[src/rtl/fractal_sync_pkg.sv]
// Shared types and constants for the fractal sync request path.
package fractal_sync_pkg;

  typedef enum logic [1:0] {
    IDLE  = 2'd0,
    ISSUE = 2'd1,
    WAIT  = 2'd2,
    RESP  = 2'd3
  } fsync_req_state_e;

  localparam int unsigned FSYNC_TIMEOUT_DEFAULT = 1024;

endpackage

[src/rtl/fractal_sync_req_ctrl_ch.sv]
// One request channel: accept a barrier request, pulse sync, wait for wake or timeout, respond.
module fractal_sync_req_ctrl_ch
  import fractal_sync_pkg::*;
#(
  parameter int unsigned TIMEOUT_CYCLES = FSYNC_TIMEOUT_DEFAULT
) (
  input  logic clk_i,
  input  logic rst_i,
  input  logic req_valid_i,
  output logic req_ready_o,
  output logic rsp_valid_o,
  input  logic rsp_ready_i,
  output logic rsp_error_o,
  output logic sync_o,
  input  logic wake_i,
  input  logic node_error_i,
  output logic stale_wake_o
);

  localparam int unsigned CNT_W = (TIMEOUT_CYCLES > 0) ? $clog2(TIMEOUT_CYCLES + 1) : 1;
  localparam logic [CNT_W-1:0] CNT_LAST =
    (TIMEOUT_CYCLES > 0) ? CNT_W'(TIMEOUT_CYCLES - 1) : '0;

  fsync_req_state_e state_q, state_d;
  logic [CNT_W-1:0] cnt_q;
  logic             err_q;
  logic             stale_q;
  logic             timeout;

  assign timeout = (TIMEOUT_CYCLES != 0) && (cnt_q == CNT_LAST);

  always_comb begin
    state_d = state_q;
    unique case (state_q)
      IDLE:    if (req_valid_i) state_d = ISSUE;
      ISSUE:   state_d = wake_i ? RESP : WAIT;
      WAIT:    if (wake_i || timeout) state_d = RESP;
      RESP:    if (rsp_ready_i) state_d = IDLE;
      default: state_d = IDLE;
    endcase
  end

  always_ff @(posedge clk_i or posedge rst_i) begin
    if (rst_i) begin
      state_q <= IDLE;
      cnt_q   <= '0;
      err_q   <= 1'b0;
      stale_q <= 1'b0;
    end else begin
      state_q <= state_d;
      unique case (state_q)
        ISSUE: begin
          if (wake_i) err_q <= node_error_i;
          else        cnt_q <= '0;
        end
        WAIT: begin
          // Wake takes priority over a coincident timeout.
          if (wake_i)       err_q <= node_error_i;
          else if (timeout) err_q <= 1'b1;
          if (cnt_q != '1) cnt_q <= cnt_q + 1'b1;
        end
        default: ;
      endcase
      if (wake_i && (state_q == IDLE || state_q == RESP)) stale_q <= 1'b1;
    end
  end

  assign req_ready_o  = (state_q == IDLE);
  assign sync_o       = (state_q == ISSUE);
  assign rsp_valid_o  = (state_q == RESP);
  assign rsp_error_o  = (state_q == RESP) && err_q;
  assign stale_wake_o = stale_q;

endmodule

[src/rtl/fractal_sync_req_ctrl.sv]
// Upstream request controller: N_PORTS independent barrier channels toward the neighbor node.
module fractal_sync_req_ctrl
  import fractal_sync_pkg::*;
#(
  parameter int unsigned N_PORTS        = 2,
  parameter int unsigned TIMEOUT_CYCLES = FSYNC_TIMEOUT_DEFAULT
) (
  input  logic               clk_i,
  input  logic               rst_i,
  input  logic [N_PORTS-1:0] req_valid_i,
  output logic [N_PORTS-1:0] req_ready_o,
  output logic [N_PORTS-1:0] rsp_valid_o,
  input  logic [N_PORTS-1:0] rsp_ready_i,
  output logic [N_PORTS-1:0] rsp_error_o,
  output logic [N_PORTS-1:0] sync_o,
  input  logic [N_PORTS-1:0] wake_i,
  input  logic [N_PORTS-1:0] node_error_i,
  output logic [N_PORTS-1:0] stale_wake_o
);

  for (genvar gi = 0; gi < N_PORTS; gi++) begin : g_ch
    fractal_sync_req_ctrl_ch #(
      .TIMEOUT_CYCLES (TIMEOUT_CYCLES)
    ) u_ch (
      .clk_i        (clk_i),
      .rst_i        (rst_i),
      .req_valid_i  (req_valid_i[gi]),
      .req_ready_o  (req_ready_o[gi]),
      .rsp_valid_o  (rsp_valid_o[gi]),
      .rsp_ready_i  (rsp_ready_i[gi]),
      .rsp_error_o  (rsp_error_o[gi]),
      .sync_o       (sync_o[gi]),
      .wake_i       (wake_i[gi]),
      .node_error_i (node_error_i[gi]),
      .stale_wake_o (stale_wake_o[gi])
    );
  end

endmodule

[config.mk]
export PLATFORM = sky130hd
export DESIGN_NAME = fractal_sync_req_ctrl
export DESIGN_NICKNAME = d
export VERILOG_FILES = /design/src/rtl/fractal_sync_pkg.sv /design/src/rtl/fractal_sync_req_ctrl_ch.sv /design/src/rtl/fractal_sync_req_ctrl.sv
export SDC_FILE = /design/constraint.sdc
export NUM_CORES = 1
export LEC_CHECK = 0
export CORE_AREA = 10 10 70 72
export DETAILED_ROUTE_END_ITERATION = 8
export DIE_AREA = 0 0 80 82
export GPL_TIMING_DRIVEN = 0
export PLACE_DENSITY = 0.81
export REMOVE_ABC_BUFFERS = 1
export SLEW_MARGIN = 15
export SYNTH_ARGS = -nofsm -noshare
export SYNTH_HDL_FRONTEND = slang
export SYNTH_HIERARCHICAL = 1
export SYNTH_SLANG_ARGS = --single-unit
[constraint.sdc]
create_clock -name clk_i -period 2.3 [get_ports clk_i]
set_clock_uncertainty 0.05 [all_clocks]
set_input_delay 0.23 -clock clk_i [delete_from_list [all_inputs] [get_ports clk_i]]
set_output_delay 0.23 -clock clk_i [all_outputs]
set_load 0.1 [all_outputs]
* Yosys cells after proc, flatten, opt, wreduce, memory -nomap -nowiden
Index checks and enable logic that the tools add are counted.
** Storage, ports and cells
- Flip-flop bits (word level) :: 30
- Bits in latches :: 0
- Memory bits (writable) :: 0
- Memory bits (read-only) :: 0
- Output and inout port bits :: 10
- Memories kept :: 0
** Operators by class
- $add $sub $neg :: 2
- Multiply operators :: 0
- Divide/modulo/power cells :: 0
- $lt $le $gt $ge :: 0
- Eq/ne operators :: 24
- Shifts and indexed selects :: 0
- Mux-type cells :: 24
- Bitwise operators :: 0
- Reduce and logical (&&, ||, !) cells :: 18
** Operators with widths (count)
- 11-bit 2-to-1 mux :: 4
- 11-bit one-hot mux with 2 select lines :: 2
- 11-bit by 1-bit adder with 11-bit output, second input constant :: 2
- 11-bit by 10-bit equality test with 1-bit output, second input constant :: 2
- 11-bit inequality test, second input constant :: 2
- 3-bit AND reduction :: 6
- 2-bit inequality test, second input constant :: 8
- 2-bit one-hot mux with 4 select lines :: 2
- 2-bit 2-to-1 mux :: 6
- 2-bit equality test, second input constant :: 4
- 1-bit 2-to-1 mux :: 8
- 2-bit by 1-bit inequality test with 1-bit output, second input constant :: 4
- 3-bit by 2-bit inequality test with 1-bit output, second input constant :: 2
- 2-bit by 1-bit equality test with 1-bit output, second input constant :: 2
- 1-bit logical AND :: 4
- 2-bit zero test :: 2
- 1-bit logical OR :: 4
- 1-bit one-hot mux with 2 select lines :: 2
- 2-bit nonzero test :: 2

* Longest topological paths before layout
Gate-level depths: netlist of the first run.
- Word-level depth :: 4
- Gate-level depth with buffers :: 7

* By module
Netlist of the first run, hierarchy kept.
** By module, submodules not included
- fractal_sync_req_ctrl_ch at g_ch[1].u_ch :: instances 1, cells each 105, area an instance 985.9 µm²
- fractal_sync_req_ctrl_ch at g_ch[0].u_ch :: instances 1, cells each 101, area an instance 952.2 µm²

* Worst setup path before layout of the first run
Ideal clock, no wire load.
- Kind :: register -> register
- From :: register g_ch[1].u_ch.state_q[1]
- To :: register g_ch[1].u_ch.cnt_q[1]
- Data arrival time :: 2.299 ns
- Data required time :: 2.129 ns
- Path slack :: -0.170 ns
- Cell stages (with the launch flop) :: 8
- Buffers on the path :: 1
- Cells stage by stage :: dfrtp_1 > inv_1 > ha_1 > a21boi_1 > and2_0 > clkbuf_1 > a32oi_1 > nand2_1
** On the way
- Cells in the longest elaborated chain, start to end :: 3
** Ends and longest elaborated chain
- start: declaration :: RTL line fractal_sync_req_ctrl_ch.sv:24 : fsync_req_state_e state_q, state_d;
- start signal: assignment :: RTL line fractal_sync_req_ctrl_ch.sv:50 : state_q <= state_d;
- 2-bit by 1-bit equality test with 1-bit output (*)
- net sync_o[1] :: RTL line fractal_sync_req_ctrl.sv:15 : output logic [N_PORTS-1:0] sync_o,
- 2-bit inequality test (no source line) / 2-bit nonzero test (equally long branches)
- 3-bit AND reduction (no source line)
- end signal: assignment :: RTL line fractal_sync_req_ctrl_ch.sv:60 : if (cnt_q != '1) cnt_q <= cnt_q + 1'b1;
- end: declaration :: RTL line fractal_sync_req_ctrl_ch.sv:25 : logic [CNT_W-1:0] cnt_q;
The timed path passes the listed nets; every way through them passes the cells marked *.
A chain may end at the register's enable or synchronous reset.

* Worst setup path in the final report of the first run
- From :: register g_ch[1].u_ch.state_q[0]
- To :: output port rsp_error_o[1]
** On the way
- Cells in the longest elaborated chain, start to end :: 2
** Ends and longest elaborated chain
- 2-bit equality test :: RTL line fractal_sync_req_ctrl_ch.sv:71 : assign rsp_error_o = (state_q == RESP) && err_q;
- 1-bit logical AND :: RTL line fractal_sync_req_ctrl_ch.sv:71
- end: declaration :: RTL line fractal_sync_req_ctrl.sv:14 : output logic [N_PORTS-1:0] rsp_error_o,
No other way between the ends.

==> metrics.txt, run 1 <==
status finished clean; starting density of the core 54.2%; antenna-violating nets left 0; Setup TNS 0 ns; Fin Hold WS 0.225 ns; Inst Count DP 266; DR top layer met4; CP Cell Sequence ha_1 > and2_1 > dlygate4sd2_1; RSZ-0062 raised after global routing no; slowest stage cell, crit path dlygate4sd2_1; Mapped Avg Cell Area 9.41 µm²; Yosys reg bits 30; # setup viols final 0; die height 82 µm; post-synthesis sequential area ratio 38.7%; worst vdd ir 0.00121 V; ANT cells 0; Seq pwr share 27.0%; DR iter-0 viols 166; Root Buffer clkbuf_4; Sink Count 30; Yosys top cell by area dfrtp_1; die area 6560 µm²; Total Routing Usage GR 13.5%; crit path capture type primary output; DPL Wire Length 3050 µm; Fmax 0.454 GHz; Worst slew margin 34.8%; Area Growth Syn to Fin 12.4%; worst setup path class reg2out; yosys warns 6; via/cell ratio 6.15; Die X 80 µm; Synth Cell Area 1940 µm²; Clock Power Share 11.2%; synth top area cells dfrtp_1 39%, ha_1 6.5%, nand2_1 4.1%, inv_1 3.3%, nor2_1 2.7%; Worst Max-Slew Pin Slew 0.975 ns; Num CTS Buffers 5; Tcrit/Tclk final 95.9%; Final Hold Vio Count 0; share of cells above drive strength 1 9.38%; met3 wire length 233 µm; Synth Instances 206; Nets 245; Final Slew Violations 0; initial antenna violation count 0; Min Clock Period, post-route 2.21 ns; pre-CTS setup slack 0.0678 ns; Synth Flop Type dfrtp_1; routability cong. 0.856; CP startpoint kind flip-flop; met1 wire length 1850 µm; Core Area 3580 µm²; Async SR Flop Fraction 100%; Switching Share 55.2%; Net Switching 1.55 mW; PwrDens 1290 nW/µm²; pin count of the biggest net entering global routing 17; Post-synth EDFFs 0; hold crit path type in2async; vias in the first global route 1617; met2 WL 2030 µm; worst skew pair latency 0.33 ns; Max Cap Violations 0; Logic pwr share 61.9%; DR pass1 iterations 4; Leak Pwr 0.964 nW; WL final 4140 µm; Final WS setup 0.0949 ns; maximum root-to-sink buffer count 2; H-tree depth 2; max incr delay on CP 0.85 ns; buffers added on ports 19; peak fanout along the critical path 4; drc violations 0; first-pass GRT wire length 7290 µm; Distinct cells, synth 53; share of the synthesized area in the top cell type 38.7%; CP arrival 1.93 ns; internal cell power 1.26 mW; DR vias 1673; Worst-path clk slew 0.10 ns; DR WL/cell 15.2 µm; CP required 2.02 ns; post-route insts no fill 272; # IOs 20; # rows 22; CTS tree built; gr ovfl total 0
power groups by stage:
stage / Clock, mW / Sequential, mW / Combinational, mW
after global routing: 0.342 / 0.780 / 1.90
after floorplan: 0 / 0.741 / 1.44
after global placement: 0 / 0.764 / 1.77
final: 0.315 / 0.758 / 1.74
after CTS: 0.327 / 0.759 / 1.74
after detailed placement: 0 / 0.769 / 1.79
kinds of logic (layout without fill, tap and decap cells):
family	count (synthesis)	in the layout	synth area share [%]
compound gates	65	65	26.3
fa+ha+maj	10	10	6.46
buf+inv	24	42	5.36
flops	30	30	38.7
mux	3	3	1.55
simple gates	74	74	21.6
metrics by stage:
stage	utilization, %	power (mW)	area (µm²)
6_report	60.9	2.81	2180
3_5_place_dp	60.0	2.56	2150
5_1_grt	60.9	3.02	2180
2_1_floorplan	-	2.18	1900
3_3_place_gp	60.0	2.53	2150
4_1_cts	61.3	2.83	2190
layout make-up:
type                            count  area, µm²
Multi-Input combinational cell    152       1090
Fill cell                         326       1400
Sequential cell                    30        751
Timing Repair Buffer               19        165
Clock buffer                        6       51.3
Tap cell                           48       60.1
Inverter                           17       63.8
routing by layer:
metal,up-vias,GRT usage [%]
met1,805,15.6
met3,4,5.13
met5,-,0
met2,41,23.1
li1,823,-
met4,0,3.52
path summary, 6_finish.rpt:
path,startpoint,end,slack [ns],depth (start not counted)
max,g_ch[1].u_ch/state_q[0]$_DFFE_PP0P_,rsp_error_o[1],0.09,3
min,rst_i,g_ch[0].u_ch/cnt_q[7]$_DFFE_PP0P_,0.22,2
max reg2reg,g_ch[0].u_ch/state_q[0]$_DFFE_PP0P_,g_ch[0].u_ch/cnt_q[1]$_DFFE_PP0P_,0.20,5
min reg2reg,g_ch[0].u_ch/stale_wake_o$_DFFE_PP0P_,g_ch[0].u_ch/stale_wake_o$_DFFE_PP0P_,0.42,1
max in group asynchronous,rst_i,g_ch[1].u_ch/cnt_q[2]$_DFFE_PP0P_,1.58,2
min in group clk_i,g_ch[0].u_ch/stale_wake_o$_DFFE_PP0P_,g_ch[0].u_ch/stale_wake_o$_DFFE_PP0P_,0.42,1
cells in the mapped netlist, drive strengths merged (5+ instances only):
cell / n
a211oi: 5
nor3: 6
nand3: 6
dfrtp: 30
and2: 5
a41oi: 5
inv: 17
nand2b: 5
nand4: 6
a21oi: 7
nand2: 21
ha: 10
nor2: 14
layout by cell type (no fill, tap or decap), types with 4 or more instances in the layout:
| master | synthesis | layout |
|---|---|---|
| a211oi_1 | 5 | 5 |
| nand4_1 | 4 | 4 |
| nor2_1 | 14 | 14 |
| dfrtp_1 | 30 | 30 |
| a31oi_1 | 4 | 4 |
| nand3_1 | 6 | 6 |
| clkbuf_4 | 0 | 5 |
| dlygate4sd2_1 | 0 | 4 |
| ha_1 | 10 | 10 |
| inv_1 | 17 | 17 |
| nand2b_1 | 5 | 5 |
| a32oi_1 | 4 | 4 |
| clkdlybuf4s50_1 | 0 | 11 |
| nor3_1 | 6 | 6 |
| nand2_1 | 21 | 21 |
| o211ai_1 | 4 | 4 |
| and2_1 | 4 | 4 |
| clkbuf_2 | 0 | 4 |
| a21oi_1 | 7 | 7 |
| a41oi_1 | 5 | 5 |
flip-flops by register name, indices dropped and copies added (netlist names):
signal                  flops
g_ch.u_ch/cnt_q            22
g_ch.u_ch/state_q           4
g_ch.u_ch/err_q             2
g_ch.u_ch/stale_wake_o      2
what timing repair did:
action                                  CTS  global route
hold buffers                              0             0
endpoints found under the setup margin    8            10
setup buffers                             0             0
gates resized for setup                  10             7
worst max-delay path, delay by kind of cell, from the launching register on:
family        cells  cell delay [ns]
buf+inv           1             0.85
flops             1             0.41
fa+ha+maj         1             0.21
simple gates      1             0.13
Note: power is estimated with default switching activity, not from simulation.
==> inputs of run 2 (changes only) <==
CELL_PAD_IN_SITES_DETAIL_PLACEMENT = 1   (was unset)
CELL_PAD_IN_SITES_GLOBAL_PLACEMENT = 2   (was unset)
CORE_AREA = 10 10 84 86   (was 10 10 70 72)
DIE_AREA = 0 0 94 96   (was 0 0 80 82)
PLACE_DENSITY = 0.82   (was 0.81)
SKIP_LAST_GASP = 1   (was unset)
SYNTH_HIERARCHICAL = unset   (was 1)
==> run 2 against run 1 <==
Effect of this change: power fell by 1.8%; worst setup slack gained 0.0058 ns; largest cell class unchanged; critical endpoint is now sync_o[0]; clock-buffer cell count is 2 higher; critical path type unchanged; largest power group unchanged; clock power rose by 61%; highest routed layer unchanged; non-clock buffer count rose by 1.
==> metrics.txt, run 2 <==
status finished clean; ANT cells 0; Async SR Flop Fraction 100%; vias in the first global route 1584; Tcrit/Tclk final 95.6%; crit path launch g_ch[0].u_ch.state_q[1]$_DFFE_PP0P_; largest register by flop count g_ch.u_ch.cnt_q; die height 96 µm; Regs by FF count g_ch.u_ch.cnt_q: 22 flops, g_ch.u_ch.state_q: 4 flops; Yosys top cell by area dfrtp_1; DR iter-0 viols 33; Final Hold Vio Count 0; Hold Buf Count CTS 0; Worst slew margin 35.1%; CP required 2.02 ns; Area Growth Syn to Fin 16.2%; DR WL/cell 15.6 µm; CP startpoint kind flip-flop; first-pass GRT wire length 7580 µm; Max Cap Violations 0; buffers added on ports 19; post-layout utilization of the core 40.8%; die area 9020 µm²; max incr delay on CP 0.85 ns; Final Slew Violations 0; gr ovfl total 0; fraction of the mapped netlist area in compound gates 25.5%; H-tree depth 2; WL final 4430 µm; peak fanout along the critical path 4; pin count of the biggest net entering global routing 31; Leak Pwr 0.958 nW; final instance area 2200 µm²; Synth Flop Type dfrtp_1; # fillers 646; Mapped Avg Cell Area 9.62 µm²; share of cells above drive strength 1 10.4%; leading cell type in the layout, fill and taps excluded dfrtp_1; # setup viols final 0; mux cell area share after synthesis 3.17%; Die X 94 µm; maximum root-to-sink buffer count 2; Min Clock Period, post-route 2.20 ns; routability cong. 0.758; Distinct cells, synth 39; drc violations 0; hold crit path type in2async; max FFs per register 22; worst setup path class reg2out; antenna-violating nets left 0; Reg2Reg Launch Point g_ch[0].u_ch.state_q[0]$_DFFE_PP0P_; post_cts resized 9; crit path capture type primary output; # rows 27; Sink Count 30; CTS tree built; CP arrival 1.92 ns; Synth Instances 197; CP Cell Sequence inv_1 > ha_1 > clkdlybuf4s15_1; Setup TNS 0 ns; Fmax 0.455 GHz; RSZ-0062 raised after global routing no; area share of and/or/nand/nor cells after synthesis 18.2%; DPL Wire Length 3230 µm; Synth Cell Area 1900 µm²; DR vias 1525; Total Routing Usage GR 10.3%; Num CTS Buffers 5; XOR/XNOR Fraction of Synth Area 0%; delay-heaviest family, CP buffers and inverters; worst skew pair latency 0.29 ns; yosys warns 0; post-synthesis sequential area ratio 39.6%; share of the synthesized area in the top cell type 39.6%; synth top area cells dfrtp_1 40%, o31ai_1 8.7%, ha_1 6.6%, buf_4 4.0%, nand2_1 3.4%; initial antenna violation count 0; Worst Max-Slew Pin Slew 0.971 ns; Worst-path clk slew 0.06 ns; starting density of the core 35.1%; Root Buffer clkbuf_8; most common cell in the netlist dfrtp_1; Adder-Cell Fraction of Synth Area 6.60%; largest family of logic cells by synthesized area compound AO/OA/AOI/OAI gates; Buffers & Inverters on Critical Path 2; slowest stage cell, crit path clkdlybuf4s15_1; PwrDens 1250 nW/µm²; DP Area 2100 µm²; Post-synth EDFFs 0; # IOs 20; worst vdd ir 0.00128 V; Commonest cells post-synth 30 x dfrtp_1, 22 x o31ai_1, 17 x nand2_1, 12 x o21ai_0, 11 x nor2_1; via/cell ratio 5.39; most frequent cells in the layout 30 x dfrtp_1, 22 x o31ai_1, 17 x nand2_1, 12 x o21ai_0; Core Area 5410 µm²; postcts setup bufs 0; Yosys reg bits 30; DR pass1 iterations 4; Nets 230
-- run 2: worst paths after layout --
kind,to,slack (ns),depth (start not counted)
max,sync_o[0],0.10,3
max reg2reg,g_ch[0].u_ch.cnt_q[7]$_DFFE_PP0P_,0.22,7
min in group clk_i,g_ch[1].u_ch.stale_wake_o$_DFFE_PP0P_,0.41,1
max in group asynchronous,g_ch[1].u_ch.err_q$_DFFE_PP0P_,1.48,2
min reg2reg,g_ch[1].u_ch.stale_wake_o$_DFFE_PP0P_,0.41,1
min,g_ch[0].u_ch.state_q[0]$_DFFE_PP0P_,0.30,2
-- run 2: cell families (layout without fill, tap and decap cells) --
logic type	Yosys count	after routing
buffers and inverters	24	38
adders and majority gates	10	10
DFF	30	30
and+or+nand+nor	64	64
AOI/OAI and AO/OA	63	63
muxes	6	6
-- run 2: metrics by stage --
step | worst slack [ns] | instances | total power [mW] | hold slack [ns]
floorplan | -0.0647 | 183 | 1.95 | 0.271
global placement | -0.709 | 274 | 2.32 | 0.392
detailed placement | -0.0191 | 275 | 2.33 | 0.394
CTS | 0.0550 | 283 | 2.80 | 0.329
global route | 0.00215 | 283 | 2.97 | 0.349
finish | 0.101 | 283 | 2.76 | 0.302
-- run 2: metal layers --
metal | track usage [%] | wire length [µm] | up-vias
met5 | 0 | 0 | -
met3 | 3.58 | 157 | 6
met1 | 12.9 | 2100 | 750
met2 | 16.4 | 2120 | 19
met4 | 3.04 | 52 | 0
li1 | - | - | 750
-- run 2: where the power goes --
group	switching (mW)	leakage, nW	internal [mW]
clock	0.204	0.0575	0.302
combinational	1.15	0.507	0.401
sequential	0.0822	0.393	0.619
total	1.44	0.958	1.32
-- run 2: cell type report --
| type | instances | area (µm²) | share of cell area, % |
|---|---|---|---|
| Timing Repair Buffer | 20 | 183 | 8.29 |
| Clock buffer | 8 | 110 | 5.00 |
| Multi-Input combinational cell | 143 | 1030 | 46.8 |
| Inverter | 10 | 37.5 | 1.70 |
| Tap cell | 72 | 90.1 | 4.09 |
| Sequential cell | 30 | 751 | 34.1 |
-- run 2: worst reg2reg max path: cells and delay by family, from the launching register on --
family | cells | cell delay (ns)
compound gates | 2 | 0.17
fa+ha+maj | 1 | 0.35
buf+inv | 2 | 0.36
flops | 1 | 0.43
simple gates | 2 | 0.62
==> inputs of run 3 (changes only) <==
GPL_ROUTABILITY_DRIVEN = 0   (was unset)
==> results of run 3 <==
No change in the layout: final DEF, timing and power equal those of run 2.
